`src/rtl/conv_clause_feeder.sv`:
```
// conv_clause_feeder: clause/patch sequencer feeding the convolution PE array.
// Per clause: load the clause word, strobe it into the array, arm the array,
// sweep every window position (x outer, 8-lane y-groups middle, patch rows
// inner), let the array drain, then capture the chained clause result.
// Optional build macro: CONV_FEEDER_CNT_EN adds cyc_cnt, the per-clause cycle
// count from LOAD entry to RESULT (saturating, frozen while res_valid is high).
module conv_clause_feeder #(
  parameter int IMG_WIDTH  = 32,
  parameter int IMG_HEIGHT = 32,
  parameter int DRAIN_CYC  = 4
) (
  input  logic                    clk,
  input  logic                    rst,
  input  logic                    start,
  input  logic [7:0]              num_clauses,
  input  logic [2:0]              patch_size,
  input  logic [2:0]              stride,
  input  logic                    cl_in_valid,
  output logic                    cl_in_ready,
  input  logic [255:0]            cl_in_data,
  input  logic                    win_valid,
  output logic                    win_ready,
  input  logic [55:0]             win_data,
  input  logic                    clause_op_in,
  output logic [255:0]            clause_write,
  output logic                    valid,
  output logic                    clause_act,
  output logic                    img_rst,
  output logic                    ipdone,
  output logic [7:0]              pe_en,
  output logic [55:0]             proc_data,
  output logic [IMG_WIDTH-1:0]    px,
  output logic [8*IMG_HEIGHT-1:0] py,
  output logic [2:0]              stride_out,
  output logic [2:0]              patch_size_out,
  output logic                    res_valid,
  output logic [7:0]              res_idx,
  output logic                    res_bit,
  output logic                    busy,
  output logic                    done
`ifdef CONV_FEEDER_CNT_EN
  ,
  output logic [31:0]             cyc_cnt
`endif
);

  typedef enum logic [2:0] {IDLE, LOAD, WRITE, ARM, SWEEP, DRAIN, RESULT, CLR} state_t;

  localparam logic [15:0] DRAIN_LAST = 16'(DRAIN_CYC - 1);

  state_t                  state, state_nx;
  logic [15:0]             phase_cnt;
  logic [15:0]             npos_x, npos_y;
  logic [15:0]             xpos, ybase;
  logic [2:0]              row;
  logic [7:0]              num_cl_q, clause_idx;
  logic                    vld_p0;
  logic                    row_last, yg_last, x_last, last_beat;
  logic [7:0]              lane_en;
  logic [8*IMG_HEIGHT-1:0] py_nx;

  // Window positions along one axis; a zero stride is treated as 1.
  function automatic logic [15:0] npos_calc(input logic [15:0] img, input logic [2:0] ps,
                                            input logic [2:0] st);
    logic [15:0] s;
    s = (st == 3'd0) ? 16'd1 : {13'd0, st};
    return (img - {13'd0, ps}) / s + 16'd1;
  endfunction

  function automatic logic [IMG_WIDTH-1:0] therm_x(input logic [15:0] p);
    logic [IMG_WIDTH-1:0] t;
    for (int i = 0; i < IMG_WIDTH; i++) t[i] = (16'(i) < p);
    return t;
  endfunction

  function automatic logic [IMG_HEIGHT-1:0] therm_y(input logic [15:0] p);
    logic [IMG_HEIGHT-1:0] t;
    for (int i = 0; i < IMG_HEIGHT; i++) t[i] = (16'(i) < p);
    return t;
  endfunction

  assign vld_p0    = (state == SWEEP) && win_valid;
  assign row_last  = (row == patch_size_out - 3'd1);
  assign yg_last   = ((ybase + 16'd8) >= npos_y);
  assign x_last    = (xpos == npos_x - 16'd1);
  assign last_beat = row_last && yg_last && x_last;

  // Lane enables and per-lane y codes for the current y-group.
  always_comb begin
    lane_en = '0;
    py_nx   = '0;
    for (int k = 0; k < 8; k++) begin
      lane_en[k] = ((ybase + 16'(k)) < npos_y);
      py_nx[k*IMG_HEIGHT +: IMG_HEIGHT] = therm_y(ybase + 16'(k));
    end
  end

  // Next-state logic and state-decoded array controls.
  always_comb begin
    state_nx    = state;
    cl_in_ready = 1'b0;
    valid       = 1'b0;
    clause_act  = 1'b0;
    img_rst     = 1'b0;
    ipdone      = 1'b0;
    win_ready   = 1'b0;
    busy        = (state != IDLE);
    case (state)
      IDLE:   if (start && num_clauses != 8'd0) state_nx = LOAD;
      LOAD:   begin
        cl_in_ready = 1'b1;
        if (cl_in_valid) state_nx = WRITE;
      end
      WRITE:  begin
        valid    = 1'b1;
        state_nx = ARM;
      end
      ARM:    begin
        clause_act = 1'b1;
        if (phase_cnt == 16'd1) state_nx = SWEEP;
      end
      SWEEP:  begin
        clause_act = 1'b1;
        win_ready  = 1'b1;
        if (vld_p0 && last_beat) state_nx = DRAIN;
      end
      DRAIN:  begin
        clause_act = 1'b1;
        ipdone     = 1'b1;
        if (phase_cnt == DRAIN_LAST) state_nx = RESULT;
      end
      RESULT: state_nx = CLR;
      CLR:    begin
        img_rst  = 1'b1;
        state_nx = ((clause_idx + 8'd1) == num_cl_q) ? IDLE : LOAD;
      end
      default: state_nx = IDLE;
    endcase
  end

  // State register.
  always_ff @(posedge clk) begin
    if (rst) state <= IDLE;
    else     state <= state_nx;
  end

  // Run control: configuration latch, phase timer, clause index, done pulse.
  always_ff @(posedge clk) begin
    if (rst) begin
      phase_cnt      <= '0;
      npos_x         <= '0;
      npos_y         <= '0;
      num_cl_q       <= '0;
      clause_idx     <= '0;
      stride_out     <= '0;
      patch_size_out <= '0;
      done           <= 1'b0;
    end else begin
      phase_cnt <= (state_nx != state) ? 16'd0 : phase_cnt + 16'd1;
      done      <= ((state == IDLE) && start && (num_clauses == 8'd0)) ||
                   ((state == CLR) && (state_nx == IDLE));
      if (state == IDLE && start) begin
        npos_x         <= npos_calc(16'(IMG_WIDTH), patch_size, stride);
        npos_y         <= npos_calc(16'(IMG_HEIGHT), patch_size, stride);
        num_cl_q       <= num_clauses;
        clause_idx     <= '0;
        stride_out     <= stride;
        patch_size_out <= patch_size;
      end
      if (state == CLR) clause_idx <= clause_idx + 8'd1;
    end
  end

  // Sweep counters: advance only on accepted beats, cleared outside SWEEP.
  always_ff @(posedge clk) begin
    if (rst || state != SWEEP) begin
      xpos  <= '0;
      ybase <= '0;
      row   <= '0;
    end else if (vld_p0) begin
      if (row_last) begin
        row <= 3'd0;
        if (yg_last) begin
          ybase <= '0;
          xpos  <= xpos + 16'd1;
        end else begin
          ybase <= ybase + 16'd8;
        end
      end else begin
        row <= row + 3'd1;
      end
    end
  end

  // ---- stage p0 -> p1: registered array drive, clause word and result ----
  // Array-side output registers; beat fields hold on stalls, pe_en drops to 0.
  always_ff @(posedge clk) begin
    if (rst) begin
      pe_en        <= '0;
      proc_data    <= '0;
      px           <= '0;
      py           <= '0;
      clause_write <= '0;
      res_valid    <= 1'b0;
      res_idx      <= '0;
      res_bit      <= 1'b0;
    end else begin
      pe_en <= vld_p0 ? lane_en : 8'd0;
      if (vld_p0) begin
        proc_data <= win_data;
        px        <= therm_x(xpos);
        py        <= py_nx;
      end
      if (state == LOAD && cl_in_valid) clause_write <= cl_in_data;
      res_valid <= (state == RESULT);
      if (state == RESULT) begin
        res_idx <= clause_idx;
        res_bit <= clause_op_in;
      end
    end
  end

`ifdef CONV_FEEDER_CNT_EN
  // Per-clause cycle counter: cleared on LOAD entry, runs LOAD..DRAIN, saturates.
  always_ff @(posedge clk) begin
    if (rst) begin
      cyc_cnt <= '0;
    end else if (state_nx == LOAD && state != LOAD) begin
      cyc_cnt <= '0;
    end else if ((state == LOAD || state == WRITE || state == ARM ||
                  state == SWEEP || state == DRAIN) && cyc_cnt != 32'hFFFF_FFFF) begin
      cyc_cnt <= cyc_cnt + 32'd1;
    end
  end
`endif

endmodule

```
`config.mk`:
```
export PLATFORM = sky130hd
export DESIGN_NAME = conv_clause_feeder
export DESIGN_NICKNAME = d
export VERILOG_FILES = /design/src/rtl/conv_clause_feeder.sv
export SDC_FILE = /design/constraint.sdc
export NUM_CORES = 1
export LEC_CHECK = 0
export BUFFER_PORTS_ARGS = -buffer_cell sky130_fd_sc_hd__buf_2
export CELL_PAD_IN_SITES_DETAIL_PLACEMENT = 1
export CELL_PAD_IN_SITES_GLOBAL_PLACEMENT = 1
export CORE_AREA = 2 2 373 375
export CTS_BUF_LIST = sky130_fd_sc_hd__clkbuf_2 sky130_fd_sc_hd__clkbuf_4 sky130_fd_sc_hd__clkbuf_8
export CTS_CLUSTER_DIAMETER = 60
export DETAILED_ROUTE_END_ITERATION = 10
export DIE_AREA = 0 0 375 377
export PLACE_DENSITY_LB_ADDON = 0.1
export SYNTH_ARGS = -nofsm -noshare
export SYNTH_HDL_FRONTEND = slang
export SYNTH_SLANG_ARGS = --single-unit
```
`constraint.sdc`:
```
create_clock -name clk -period 31.6 [get_ports clk]
set_input_delay 6.32 -clock clk [delete_from_list [all_inputs] [get_ports clk]]
set_output_delay 6.32 -clock clk [all_outputs]
set_load 0.005 [all_outputs]
```
==> qor.yml, run 1 <==
placed_design:
  placedCellCount: 5826
  place.port_buffers: 963
  dp_slack_ps: -787
  dp_hpwl_um: 114000
  gp_congestion: 0.804
global_routing:
  grt_pass1_vias: 26600
  grt_antenna_before_repair: 40
  track_usage_pct: 19.3
  grt_max_degree: 177
  grt_pass1_wl_um: 198000
  grt_overflow: 0
drt:
  first_pass_iters: 6
  drt_iter0_markers: 1067
  ant_nets: 0
  route.detailed.wl_per_inst_um: 23.6
  vias: 26700
  routed_wl_um: 143000
  drc: 0
  viasPerCell: 4.43
layout:
  area_growth_pct: 29.1
  final_common_cell: "buf_2"
  drive_gt1_share_pct: 31.0
  instances_no_fill: 6028
  nNetsFinal: 4596
  final_core_util_pct: 24.9
  layout_common_cells: "buf_2 (962), nand2_1 (820), dfxtp_1 (504)"
floorplanning:
  core_area_um2: 137000
  io-pin-count: 964
  chipWidth_um: 375
  rows: 136
  initial_core_util_pct: 19.3
  fp.dieH_um: 377
  die_area_um2: 141000
clock_tree:
  clockRootBuffer: "clkbuf_8"
  cts.path.max_buffers: 3
  clock_latency_ps: 840
  cts_tree: "built"
  cts_sinks: 504
  cts_hold_buffers: 0
  cts_buffers: 107
  htreeDepth: 3
  clk_pin_slew_worst_paths_ps: 60
sta:
  final_max_slew_viol_count: 0
  fin_ws_ps: 2180
  tightest_slew_ps: 1150
  hold_violations: 0
  maxSlewHeadroom_pct: 22.9
  fin_skew_ps: 67.0
  totalNegativeSetupSlack_ps: 0
  min_period_ps: 29420
  clock.fmax_ghz: 0.0340
  finalSetupViolCount: 0
  min_period_over_period_pct: 93.1
setup_path:
  path_depth: 117
  critPathTopFamily: "simple AND/OR/NAND/NOR gates"
  end_kind: "register"
  path_max_fanout: 12
  cpPeakStageDelay_ps: 530
  worstRegToRegCells: 24
  critPathBufInv: 6
  crit_slowest_cell: "or4_1"
  critPathArrivalTime_ps: 30140
  crit_required_ps: 32320
  critPathMostFrequentCell: "ha_1"
  cp-start-kind: "primary input"
  crit_type: "primary input to register"
power:
  switching_share_pct: 50.4
  ir_worst_vdd_v: 0.000137
  seq_power_share_pct: 16.0
  fin_total_pwr_mw: 4.24
  internal_power_mw: 2.10
  switchingPower_mw: 2.14
  p_clk_share_pct: 18.3
  power_frac_comb_pct: 65.7
  powerDensity_nw_per_um2: 124
  leakage_nw: 15.3
logic_synthesis:
  synth_ff_type: "dfxtp_1"
  synth-async-reset-ratio_pct: 0
  synth_cell_type_count: 106
  yosysWarnings: 0
  ys_seq_elements: 504
  avgSynthCellArea_um2: 7.73
  syn_inst: 3421
  yosysSeqAreaShare_pct: 38.2
  synth_area_um2: 26400
  synth_edf_count: 0
hold_path:
  holdCritPathClass: "register to register"
  hold_depth: 2
outcome:
  status: "completed"
run:
  drv_cap: 0
## cells by family after synthesis
kind of cell    after synthesis  share of synthesized area, %
other cells                   1                        0.0142
compound gates              786                          18.1
fa+ha+maj                   112                          5.30
mux                          40                          1.76
xor+xnor                    113                          3.74
simple gates               1404                          23.4
flops                       504                          38.2
buf+inv                     461                          9.52
## worst paths after layout
kind         startpoint       endpoint  slack, ps
max           stride[1]     npos_y[14]       2180
min             py[151]        py[151]        450
min reg2reg     py[151]        py[151]        450
max reg2reg    ybase[3]  phase_cnt[15]      26730
## metrics by stage
stage | area (um^2) | hold slack, ps
after detailed placement | 31700 | 443
after global placement | 31700 | 439
after CTS | 34000 | 451
after floorplan | 26500 | 430
final | 34100 | 451
after global routing | 34100 | 471
## registers in the layout, indices dropped and copies added (netlist names)
register,flops
num_cl_q,8
res_valid,1
done,1
py,52
res_bit,1
res_idx,8
ybase,13
phase_cnt,16
state,3
proc_data,56
clause_write,256
npos_y,16
stride_out,3
px,32
xpos,16
row,3
patch_size_out,3
clause_idx,8
pe_en,8
## cells in the mapped netlist (29+ instances only)
library cell | n | area share [%]
nor2_1 | 223 | 3.2
nand2_1 | 823 | 12
nand3_1 | 58 | 1.1
buf_4 | 204 | 5.8
inv_1 | 53 | 0.75
nor3_1 | 65 | 1.2
dfxtp_1 | 504 | 38
and3_1 | 29 | 0.69
a21oi_1 | 474 | 9.0
xnor2_1 | 66 | 2.2
nand4_1 | 32 | 0.76
clkbuf_1 | 194 | 2.8
o21ai_0 | 77 | 1.5
nand2b_1 | 30 | 0.71
xor2_1 | 47 | 1.6
ha_1 | 112 | 5.3
## power by group through the flow
stage,logic (mW),clock network (mW),registers [mW]
finish,2.78,0.776,0.676
global route,3.05,0.835,0.679
CTS,2.74,0.813,0.676
detailed placement,2.72,0,0.690
global placement,2.77,0,0.689
floorplan,1.94,0,0.685
## routing by layer
metal	wire length (um)	GRT usage (%)
met3	8360	4.92
met1	54000	20.5
met5	199	0
met4	4110	6.13
met2	75900	36.7
## worst min-delay path, stage by stage, from the launching register on
cell and delay (ps):
dfxtp_1 300, nand2_1 50, a21oi_1 50
## layout make-up
cell class | count | area (um^2)
timing repair buffer | 1020 | 5280
fill | 16700 | 103000
clock inverter | 20 | 250
inverter | 54 | 203
antenna | 6 | 15.0
multi-input combinational | 2465 | 14000
tap | 1794 | 2240
clock buffer | 165 | 2060
sequential | 504 | 10100
## what timing repair did
action | 4_1_cts | 5_1_grt
resized for setup | 0 | 24
buffers inserted | 0 | 11
endpoints found under the setup margin | 0 | 16
Power figures use the tool's default switching activity.
==> run 2: changes to the inputs <==
--- a/config.mk
+++ b/config.mk
@@ -8,11 +8,11 @@
 export BUFFER_PORTS_ARGS = -buffer_cell sky130_fd_sc_hd__buf_2
 export CELL_PAD_IN_SITES_DETAIL_PLACEMENT = 1
 export CELL_PAD_IN_SITES_GLOBAL_PLACEMENT = 1
-export CORE_AREA = 2 2 373 375
+export CORE_AREA = 3 3 374 376
 export CTS_BUF_LIST = sky130_fd_sc_hd__clkbuf_2 sky130_fd_sc_hd__clkbuf_4 sky130_fd_sc_hd__clkbuf_8
 export CTS_CLUSTER_DIAMETER = 60
 export DETAILED_ROUTE_END_ITERATION = 10
-export DIE_AREA = 0 0 375 377
+export DIE_AREA = 0 0 377 379
 export PLACE_DENSITY_LB_ADDON = 0.1
 export SYNTH_ARGS = -nofsm -noshare
 export SYNTH_HDL_FRONTEND = slang
==> run 2 against run 1 <==
  * Core utilization is 0.12 points higher
  * Sequential share of layout area is 0.17 points lower
  * Critical path depth grew 4
  * Sequential power about the same
  * Sequential cell count did not move
  * Final cell count rose by 0.32%
  * Count of clock-buffer cells in the layout increased by 5
  * Routed wire length grew 0.16%
  * Largest cell class unchanged
  * Largest power group unchanged
==> qor.yml, run 2 (synthesis results as in run 1) <==
setup_path:
  cpPeakStageDelay_ps: 550  # +20 ps
  critPathArrivalTime_ps: 30410  # +270 ps
  end_kind: "register"
  r2r-end: "xpos[13]"
  worstRegToRegCells: 25  # +4.2%
  critPathTopFamily: "simple AND/OR/NAND/NOR gates"
  critPathMostFrequentCell: "ha_1"
  cp-start-kind: "primary input"
  crit_slowest_cell: "or4_1"
  critPathBufInv: 10  # +4
  crit_required_ps: 32280  # -40 ps
  r2r-start: "ybase[3]"
  crit_type: "primary input to register"
  path_max_fanout: 15  # +3
  r2r_slack_ps: 26560  # -170 ps
global_routing:
  grt_max_degree: 177  # unchanged
  grt_pass1_wl_um: 198000  # -0.27%
  grt_overflow: 0  # unchanged
  grt_antenna_before_repair: 34  # -15%
  grt_pass1_vias: 26600  # -0.20%
  track_usage_pct: 19.0  # -0.29 points
floorplanning:
  chipWidth_um: 377  # +0.53%
  die_area_um2: 143000  # +1.1%
  core_area_um2: 137000  # +0.12%
  initial_core_util_pct: 19.3  # -0.024 points
  io-pin-count: 964  # unchanged
  rows: 136  # unchanged
  fp.dieH_um: 379  # +0.53%
layout:
  nNetsFinal: 4608  # +0.26%
  layout_common_cells: "buf_2 (962), nand2_1 (818), dfxtp_1 (504)"
  ff_latch_area_um2: 10100  # unchanged
  area_growth_pct: 29.9
  nFillCells: 16700  # +0.34%
  multi_input_area_um2: 14000  # +0.23%
  fin_area_um2: 34300  # +0.59%
  reg_top3: "clause_write (256), proc_data (56), py (52)"
  final_common_cell: "buf_2"
  drive_gt1_share_pct: 31.3  # +0.33 points
  largest_register_ffs: 256  # unchanged
  largest-register: "clause_write"
sta:
  finalSetupViolCount: 0  # unchanged
  totalNegativeSetupSlack_ps: 0  # unchanged
  fin_ws_ps: 1880  # -304 ps
  maxSlewHeadroom_pct: 26.5  # +3.6 points
  min_period_over_period_pct: 94.1  # +0.96 points
  min_period_ps: 29720  # +304 ps
  fin_skew_ps: 53.9  # -13.1 ps
  clock.fmax_ghz: 0.0336  # -1.0%
  hold_violations: 0  # unchanged
  final_max_slew_viol_count: 0  # unchanged
  tightest_slew_ps: 1100  # -47.1 ps
drt:
  route.detailed.wl_per_inst_um: 23.6  # -0.15%
  ant_nets: 0  # unchanged
  viasPerCell: 4.40  # -0.69%
  drt_iter0_markers: 1006  # -5.7%
  routed_wl_um: 143000  # +0.16%
  drc: 0  # unchanged
  vias: 26600  # -0.37%
  first_pass_iters: 5  # -1
power:
  leakage_nw: 15.4  # +0.63%
  ir_worst_vdd_v: 0.000138  # +0.53%
  powerDensity_nw_per_um2: 125  # +0.35%
clock_tree:
  cts_sinks: 504  # unchanged
  cts.path.max_buffers: 3  # unchanged
  htreeDepth: 3  # unchanged
  clock_latency_ps: 830  # about the same
  cts_buffers: 106  # -0.93%
  cts_tree: "built"
  clockRootBuffer: "clkbuf_8"
  clk_pin_slew_worst_paths_ps: 60  # about the same
placed_design:
  gp_congestion: 0.803  # about the same
  place.port_buffers: 963  # unchanged
  dp_hpwl_um: 114000  # +0.13%
  dp_slack_ps: -668  # +120 ps
  postPlaceCellArea_um2: 31700  # +0.25%
hold_path:
  hold_depth: 2  # unchanged
  min_to: "clause_write[58]"
  holdCritStartpoint: "clause_write[58]"
  holdCritPathClass: "register to register"
run:
  drv_cap: 0  # unchanged
outcome:
  status: "completed"
## run 2: layout make-up
type                       instances  area share [%]
multi-input combinational       2465            40.8
timing repair buffer            1033            15.7
antenna                           12          0.0875
tap                             1794            6.54
inverter                          54           0.590
clock buffer                     170            6.18
sequential                       504            29.4
clock inverter                    15           0.711
## run 2: what timing repair did
item,CTS,global route
buffers inserted,0,11
hold endpoints to repair,0,0
hold buffers,0,0
resized for setup,0,37
setup endpoints to repair,0,16
## run 2: report_power, final
| group | switching (mW) | internal [mW] | leakage (nW) |
|---|---|---|---|
| Combinational | 1.79 | 1.03 | 10.0 |
| Clock | 0.335 | 0.451 | 1.24 |
| Sequential | 0.0168 | 0.659 | 4.08 |
| Total | 2.14 | 2.14 | 15.4 |
## run 2: per-stage QoR
step | total power [mW] | hold WS (ps) | utilization (%) | instances
2_1_floorplan | 2.63 | 430 | - | 3430
3_3_place_gp | 3.49 | 440 | 23.1 | 5839
3_5_place_dp | 3.44 | 443 | 23.1 | 5839
4_1_cts | 4.26 | 452 | 24.9 | 6024
5_1_grt | 4.65 | 467 | 25.0 | 6040
6_report | 4.28 | 449 | 25.0 | 6047
## run 2: worst max-delay path by stage
stage	endpoint	cells past startpoint	startpoint
finish	npos_y[14]	121	stride[1]
global route	npos_y[14]	124	stride[1]
CTS	npos_y[14]	124	stride[1]
detailed placement	npos_y[14]	124	stride[1]
global placement	npos_y[14]	124	stride[1]
floorplan	npos_y[14]	126	stride[2]
## run 2: tightest hold or removal path: stages, from the launching register on
cell     delay, ps
dfxtp_1        300
nand2_1         50
a21oi_1         50
## run 2: per-layer routing
| metal | vias up | track usage (%) | share of wire [%] |
|---|---|---|---|
| met3 | 207 | 4.89 | 6.1 |
| met4 | 18 | 7.78 | 3.8 |
| li1 | 13000 | - | - |
| met2 | 742 | 35.3 | 52 |
| met5 | - | 0 | 0.095 |
| met1 | 12700 | 20.2 | 38 |
